[src/rtl/rv32i_branch_pkg.sv]
// rv32i_branch_pkg: shared branch-type, BHT counter and control-state encodings
package rv32i_branch_pkg;
    localparam logic [1:0] BR_BEQ = 2'b00;
    localparam logic [1:0] BR_BNE = 2'b01;
    localparam logic [1:0] BR_BLT = 2'b10;
    localparam logic [1:0] BR_BGE = 2'b11;
    localparam logic [1:0] BHT_SNT = 2'b00;
    localparam logic [1:0] BHT_WNT = 2'b01;
    localparam logic [1:0] BHT_WT  = 2'b10;
    localparam logic [1:0] BHT_ST  = 2'b11;
    typedef enum logic {IDLE, FLUSH} ctrl_state_t;
endpackage

[src/rtl/branch_bht.sv]
// branch_bht: table of 2-bit saturating counters with a combinational read port and one update port
module branch_bht
    import rv32i_branch_pkg::*;
#(
    parameter int ENTRIES = 16
) (
    input  logic                       clk,
    input  logic                       rst,
    input  logic [$clog2(ENTRIES)-1:0] rd_idx_i,
    output logic [1:0]                 rd_ctr_o,
    input  logic                       wr_en_i,
    input  logic [$clog2(ENTRIES)-1:0] wr_idx_i,
    input  logic                       wr_taken_i
);
    logic [1:0] ctr_q [ENTRIES];
    logic [1:0] wr_old;
    logic [1:0] wr_d;
    // Read sees the stored value, so a same-cycle update to that index is not visible yet
    assign rd_ctr_o = ctr_q[rd_idx_i];
    always_comb begin
        wr_old = ctr_q[wr_idx_i];
        wr_d   = wr_taken_i ? ((wr_old == BHT_ST) ? BHT_ST : wr_old + 2'd1)
                            : ((wr_old == BHT_SNT) ? BHT_SNT : wr_old - 2'd1);
    end
    always_ff @(posedge clk) begin
        if (rst) begin
            for (int i = 0; i < ENTRIES; i++) ctr_q[i] <= BHT_WNT;
        end else if (wr_en_i) begin
            ctr_q[wr_idx_i] <= wr_d;
        end
    end
endmodule

[src/rtl/branch_resolve_ctrl.sv]
// branch_resolve_ctrl: BHT prediction, EX-stage branch resolution, redirect/flush sequencing and mispredict count
module branch_resolve_ctrl
    import rv32i_branch_pkg::*;
#(
    parameter int BHT_ENTRIES  = 16,
    parameter int FLUSH_CYCLES = 2
) (
    input  logic        clk,
    input  logic        rst,
    input  logic [31:0] if_pc,
    output logic        pred_taken,
    input  logic        stall_in,
    input  logic        ex_valid,
    input  logic        ex_is_branch,
    input  logic [1:0]  ex_branch_type,
    input  logic        ex_is_eq,
    input  logic        ex_is_lt,
    input  logic [31:0] ex_pc,
    input  logic [31:0] ex_target,
    input  logic        ex_pred_taken,
    output logic        pc_redirect_valid,
    output logic [31:0] pc_redirect_addr,
    output logic        flush_if_id,
    output logic        flush_id_ex,
    output logic [31:0] mispredict_cnt
);
    localparam int IW = $clog2(BHT_ENTRIES);
    localparam int CW = $clog2(FLUSH_CYCLES + 1);

    ctrl_state_t   state_q, state_d;
    logic [CW-1:0] cnt_q, cnt_d;
    logic          redir_v_q, redir_v_d;
    logic [31:0]   redir_addr_q, redir_addr_d;
    logic [31:0]   mcnt_q, mcnt_d;
    logic [1:0]    bht_ctr;
    logic          taken;
    logic          res;
    logic          mispredict;
    logic          unused_bits;

    branch_bht #(.ENTRIES(BHT_ENTRIES)) u_bht (
        .clk        (clk),
        .rst        (rst),
        .rd_idx_i   (if_pc[IW+1:2]),
        .rd_ctr_o   (bht_ctr),
        .wr_en_i    (res),
        .wr_idx_i   (ex_pc[IW+1:2]),
        .wr_taken_i (taken)
    );

    assign unused_bits = ^{if_pc[31:IW+2], if_pc[1:0], bht_ctr[0]};
    assign pred_taken  = bht_ctr[1];

    always_comb begin
        taken      = (ex_branch_type == BR_BEQ) ? ex_is_eq  :
                     (ex_branch_type == BR_BNE) ? ~ex_is_eq :
                     (ex_branch_type == BR_BLT) ? ex_is_lt  : ~ex_is_lt;
        // Anything reaching EX while flushing is wrong-path and must not train or count
        res        = ex_valid & ex_is_branch & ~stall_in & (state_q == IDLE);
        mispredict = res & (taken != ex_pred_taken);
    end

    always_comb begin
        state_d      = state_q;
        cnt_d        = cnt_q;
        redir_v_d    = 1'b0;
        redir_addr_d = redir_addr_q;
        mcnt_d       = mcnt_q;
        if (mispredict) begin
            state_d      = FLUSH;
            cnt_d        = CW'(FLUSH_CYCLES);
            redir_v_d    = 1'b1;
            redir_addr_d = taken ? ex_target : ex_pc + 32'd4;
            mcnt_d       = (&mcnt_q) ? mcnt_q : mcnt_q + 32'd1;
        end else if (state_q == FLUSH && !stall_in) begin
            cnt_d   = cnt_q - 1'b1;
            state_d = (cnt_q == CW'(1)) ? IDLE : FLUSH;
        end
    end

    always_ff @(posedge clk) begin
        if (rst) begin
            state_q      <= IDLE;
            cnt_q        <= '0;
            redir_v_q    <= 1'b0;
            redir_addr_q <= '0;
            mcnt_q       <= '0;
        end else begin
            state_q      <= state_d;
            cnt_q        <= cnt_d;
            redir_v_q    <= redir_v_d;
            redir_addr_q <= redir_addr_d;
            mcnt_q       <= mcnt_d;
        end
    end

    assign pc_redirect_valid = redir_v_q;
    assign pc_redirect_addr  = redir_addr_q;
    assign flush_if_id       = (state_q == FLUSH);
    assign flush_id_ex       = (state_q == FLUSH);
    assign mispredict_cnt    = mcnt_q;
endmodule

[config.mk]
export PLATFORM = sky130hd
export DESIGN_NAME = branch_resolve_ctrl
export DESIGN_NICKNAME = d
export VERILOG_FILES = /design/src/rtl/rv32i_branch_pkg.sv /design/src/rtl/branch_bht.sv /design/src/rtl/branch_resolve_ctrl.sv
export SDC_FILE = /design/constraint.sdc
export NUM_CORES = 1
export LEC_CHECK = 0
export BUFFER_PORTS_ARGS = -buffer_cell sky130_fd_sc_hd__clkbuf_2
export CAP_MARGIN = 20
export CORE_MARGIN = 2
export CORE_UTILIZATION = 56
export CTS_CLUSTER_DIAMETER = 30
export CTS_CLUSTER_SIZE = 20
export DETAILED_ROUTE_END_ITERATION = 12
export MAX_ROUTING_LAYER = met4
export PLACE_DENSITY = 0.91
export SLEW_MARGIN = 20
export SYNTH_ARGS = -nofsm -noshare
export SYNTH_HDL_FRONTEND = slang
export SYNTH_SLANG_ARGS = --single-unit
[constraint.sdc]
create_clock -name clk -period 5.4 [get_ports clk]
set_clock_uncertainty 0.1 [all_clocks]
set_input_delay 0.54 -clock clk [delete_from_list [all_inputs] [get_ports clk]]
set_output_delay 0.54 -clock clk [all_outputs]
set_load 0.01 [all_outputs]
-- Yosys cells after proc, flatten, opt, wreduce, memory -nomap -nowiden
Memory sizes are Yosys's and may differ from the RTL's.
Cells that the tools add are included.
- add/sub/neg operators: 5
- eq/ne operators: 5
- mux-type cells: 21
- bitwise logic cells: 9
- reduce and logical (&&, ||, !) cells: 9
- operators by type and width (kind ; number):
    $add 32x1->32 const B ; 1
    $add 32x3->32 const B ; 1
    $mux 32 ; 1
    $reduce_and 32->1 ; 1
    $mux 1 ; 13
    $mux 2 ; 6
    $not 1->1 ; 5
    $and 1x1->1 ; 4
    $eq 2x1->1 const B ; 2
    $eq 2x2->1 const B ; 2
    $logic_not 2->1 ; 2
    $mux 4 ; 1
    $reduce_or 2->1 ; 2
    $sub 2x1->2 const B ; 2
    $add 2x1->2 const B ; 1
    $reduce_and 2->1 ; 1
    $reduce_bool 2->1 ; 1
    $logic_and 1x1->1 ; 1
    $logic_not 1->1 ; 1
    $ne 1x1->1 ; 1
- bits in registers: 68
- memory bits (writable): 32
- output and inout bits: 68
- logic and storage cells: 56
- memories: 1
- memories (name ; depth ; width ; read ports ; clocked after memory_dff ; write ports ; RTL line ; source):
    u_bht.ctr_q ; 16 ; 2 ; 2 ; 0 ; 16 ; branch_bht.sv:15 ; logic [1:0] ctr_q [ENTRIES];

-- Longest topological paths before layout
- word-level depth: 8
- depth in mapped cells: 7

-- Hierarchy
A second synthesis with hierarchy kept.
- cell total of the unflattened synthesis: 630
- area total of the unflattened synthesis: 5615.4 µm²
- modules (own cells, without submodules) (module ; instances ; cells an instance ; area an instance (µm²) ; seq. area each (µm²)):
    branch_resolve_ctrl ; 1 ; 477 ; 3713.6 ; 1361.3
    branch_bht ; 1 ; 153 ; 1901.8 ; 960.9

-- Worst setup path after synthesis
OpenSTA, ideal clock, no wires.
- path type: input port to flip-flop
- from: input ex_pc[2]
- to: memory u_bht.ctr_q[8][0] (data pin)
- setup time: 0.298 ns
- arrival: 2.045 ns
- slack: 2.958 ns
- stages: 7
- cells stage by stage: buf_6 mux4_1 a22oi_1 and3_1 maj3_1 buf_2 nand3_1
- RTL lines (item ; RTL line ; source):
    start, declared ; branch_resolve_ctrl.sv:18 ; input logic [31:0] ex_pc,
    end, declared ; branch_bht.sv:15 ;

-- Worst setup path after layout
- from: input ex_pc[2]
- to: register redir_addr_q[20], in the netlist pc_redirect_addr[20]
- longest elaborated chain between the ends: 2
- RTL lines (item ; RTL line ; source):
    $add 32x3->32 ; branch_resolve_ctrl.sv:73 ; redir_addr_d = taken ? ex_target : ex_pc + 32'd4;
    $mux 32 ; branch_resolve_ctrl.sv:73 ;
    end signal, assigned ; branch_resolve_ctrl.sv:92 ; redir_addr_q <= redir_addr_d;
    end, declared ; branch_resolve_ctrl.sv:33 ; logic [31:0] redir_addr_q, redir_addr_d;
Every way passes these cells.
A chain may end at the register's enable or synchronous reset.

==> run_results.csv <==
group,metric,value,unit
timing,min_period,2.950,ns
timing,setup_slack,2.450,ns
routing,avgViaCountPerCell,6.320,
routing,firstDrtPassIters,5,
floorplanning,core,0.009864,mm²
layout,syn_to_final_growth,16.15,%
layout,diodes,0,
grt,grt_pass1_vias,5469,
critical_path,cp-end-kind,"flip-flop",
clock_tree,cts_sinks,100,
power,vdd_drop_max,0.0001515,V
grt,grt_pass1_wl,26.03,mm
critical_path,worstReg2RegEnd,"mispredict_cnt[17]",
floorplanning,die_w,105.2,µm
synthesis,netlist_instances,650,
timing,slew_headroom,0.3534,
synthesis,synth.distinct_cells,60,
floorplanning,dieArea,0.01106,mm²
layout,drive_gt1_frac,0.2416,
critical_path,arrival,3.15,ns
critical_path,rrSetupSlack,2.51,ns
placement,port_buffers,145,
synthesis,synth_area_leaders,"dfxtp_1 (24%), edfxtp_1 (17%), nand2_1 (6.0%)",
critical_path,crit_family,"simple AND/OR/NAND/NOR gates",
synthesis,synth_warnings,0,
clock_tree,cts-root-buf,"clkbuf_8",
synthesis,ys.flop_type,"dfxtp_1",
synthesis,syn_nets,762,
routing,routed_wl,16.09,mm
synthesis,yosys.area.top_type,"dfxtp_1",
flow_run,maxCapViolCount,0,
floorplanning,ios,174,
worst_hold_path,min_delay_path_depth,3,
power,powerDensity,219.4,mW/mm²
placement,gp_congestion,0.8944,
grt,grt_overflow_total,0,
grt,antenna_found_initial,0,
synthesis,netlist_area,0.005733,mm²
timing,hold_viol,0,
floorplanning,start_util,0.5812,
worst_hold_path,min-delay-start,"ex_target[0]",
synthesis,synth_edf_count,32,
clock_tree,clk_path_buf_depth,2,
clock_tree,worstSkewPairLatency,0.36,ns
clock_tree,hold_buffers,0,
critical_path,crit_path_max_fanout,15,
critical_path,reg2reg_from,"flush_id_ex",
critical_path,worstSetupPathType,"in2reg",
critical_path,crit_chain,"clkbuf_2 > ha_1 > and3_1 > nand3_1 > or4_1 > a311o_1 > a21oi_1",
clock_tree,cts_buffers,9,
grt,grt_usage,0.2986,
clock_tree,cts_tree,"yes",
outcome,status,"finished, final reports clean",
synthesis,yosysSeqAreaShare,0.4051,
routing,drt_iter0_drc,545,
critical_path,ff2ff_path_depth,5,
layout,fill_cells,762,
grt,grt_max_degree,65,
routing,drt-wirelength-per-cell,17.82,µm
synthesis,synth.top_cell.area_share,0.2375,
timing,drv_slew,0,
placement,place_ws,2.123,ns
critical_path,critPathLaunchType,"input pin",
timing,rsz0062_at_grt,"false",
routing,antenna_left,0,
timing,max_freq,0.3390,GHz
timing,tightest_slew,0.9663,ns
clock_tree,ctsResizeCount,0,
layout,nets,877,
routing,dr_total_vias,5707,
power,power_leakage,2.392,nW
timing,final.setup.tns,0,ns
synthesis,synthArstFlopShare,0,
floorplanning,die_y,105.2,µm
critical_path,cp_num_buf_inv,1,
critical_path,worst-path-stages,7,
timing,timing.final.crit_share,0.5463,
clock_tree,clkTransAtPathRegs,0.11,ns
power,finalPower,1.461,mW
worst_hold_path,min_path_type,"in2reg",
routing,drc,0,
synthesis,ys_ff_latch,100,
critical_path,critPathSlowestCell,"ha_1",
timing,setup_viol,0,
placement,dpl.hpwl,11.60,mm
floorplanning,rows,36,
critical_path,crit_path_max_incr_delay,0.57,ns
clock_tree,htreeDepth,3,
clock_tree,cts_setup_buffers,0,
critical_path,worst_ep_required_time,5.60,ns
synthesis,syn_area_per_cell,8.820,µm²
worst_hold_path,min_to,"pc_redirect_addr[0]",
[worst min-delay path, cell delays in order]
cell	delay [ns]
clkbuf_2	0.08
nand2_1	0.05
a311oi_1	0.07
[kinds of logic (layout without fill, tap and decap cells)]
| group | after synthesis | count (layout) | synth area share |
|---|---|---|---|
| and+or+nand+nor | 314 | 314 | 0.2787 |
| DFF | 100 | 100 | 0.4051 |
| AOI/OAI and AO/OA | 126 | 126 | 0.1471 |
| buffers and inverters | 61 | 181 | 0.04627 |
| xor gates and xnor gates | 22 | 22 | 0.03863 |
| adders and majority gates | 8 | 8 | 0.01659 |
| muxes | 19 | 19 | 0.06766 |
[layout make-up]
cell class | instances | area [µm²] | area share
multi-input cells | 489 | 3179 | 0.4775
clock buffers | 11 | 131.4 | 0.01973
well taps | 133 | 166.4 | 0.02499
flip-flops and latches | 100 | 2322 | 0.3487
repair buffers | 151 | 770.7 | 0.1157
inverters | 14 | 52.55 | 0.007892
clock inverters | 5 | 36.28 | 0.005449
[power by group]
part | leakage, nW | total, mW | switching, mW | internal, mW
clock | 0.0842 | 0.438 | 0.268 | 0.171
combinational | 1.48 | 0.224 | 0.141 | 0.0821
sequential | 0.826 | 0.799 | 0.00948 | 0.789
total | 2.39 | 1.46 | 0.419 | 1.04
[cells in the mapped netlist, types with 4 or more instances]
library cell,n
and4_1,7
a211o_1,8
a311o_1,6
nand3_1,58
o221ai_1,4
inv_1,13
nor4_1,12
a311oi_1,4
nor2_1,52
o31a_1,6
dfxtp_1,68
xnor2_1,12
a21oi_1,44
nand4_1,17
or4_1,19
edfxtp_1,32
buf_1,5
nor2b_1,6
o31ai_1,19
and3_1,7
nor4b_1,5
nor3_1,15
xor2_1,8
ha_1,6
mux4_2,5
buf_2,11
or3_1,13
o21ai_0,15
clkbuf_1,25
o211ai_1,4
nand2_1,92
mux4_1,8
mux2_2,4
[stage by stage]
step	cells	utilization	area, µm²	hold WS (ns)
after global routing	903	0.6750	6659	0.3445
after CTS	903	0.6738	6646	0.3185
final	903	0.6750	6659	0.3262
after global placement	887	0.6568	6479	0.3406
after floorplan	650	-	5733	0.3761
after detailed placement	887	0.6568	6479	0.3454
[worst max path at each step]
stage / from / endpoint / slack [ns]
2_1_floorplan: ex_pc[2] / u_bht.ctr_q[8][0] / 2.96
3_3_place_gp: ex_pc[2] / pc_redirect_addr[20] / 2.22
3_5_place_dp: ex_pc[2] / pc_redirect_addr[20] / 2.12
4_1_cts: flush_id_ex / u_bht.ctr_q[8][1] / 2.52
5_1_grt: ex_branch_type[1] / mispredict_cnt[0] / 2.32
6_report: ex_pc[2] / pc_redirect_addr[20] / 2.45
[per-layer routing]
metal / GRT usage / vias to the layer above / part of all wire
met5: - / - / 0
met4: 0.1095 / 0 / 0.026
met3: 0.04055 / 47 / 0.080
met2: 0.5028 / 307 / 0.50
met1: 0.3661 / 2684 / 0.39
li1: - / 2669 / -
[layout by cell type (no fill, tap or decap), types with 8 or more instances in the layout]
cell,instances
mux4_1,8
or3_1,13
edfxtp_1,32
clkbuf_2,145
or4_1,19
dfxtp_1,68
a211o_1,8
nand3_1,58
nor3_1,15
clkbuf_8,9
o31ai_1,19
a21oi_1,44
nand4_1,17
o21ai_0,15
xnor2_1,12
nand2_1,91
inv_1,13
nor4_1,11
nor2_1,52
[state kept, by name (all words and copies together) (netlist names)]
signal and cells:
pc_redirect_valid 1, flush_id_ex 1, cnt_q 2, u_bht.ctr_q 32, pc_redirect_addr 32, mispredict_cnt 32
Note: power is estimated with default switching activity, not from simulation.
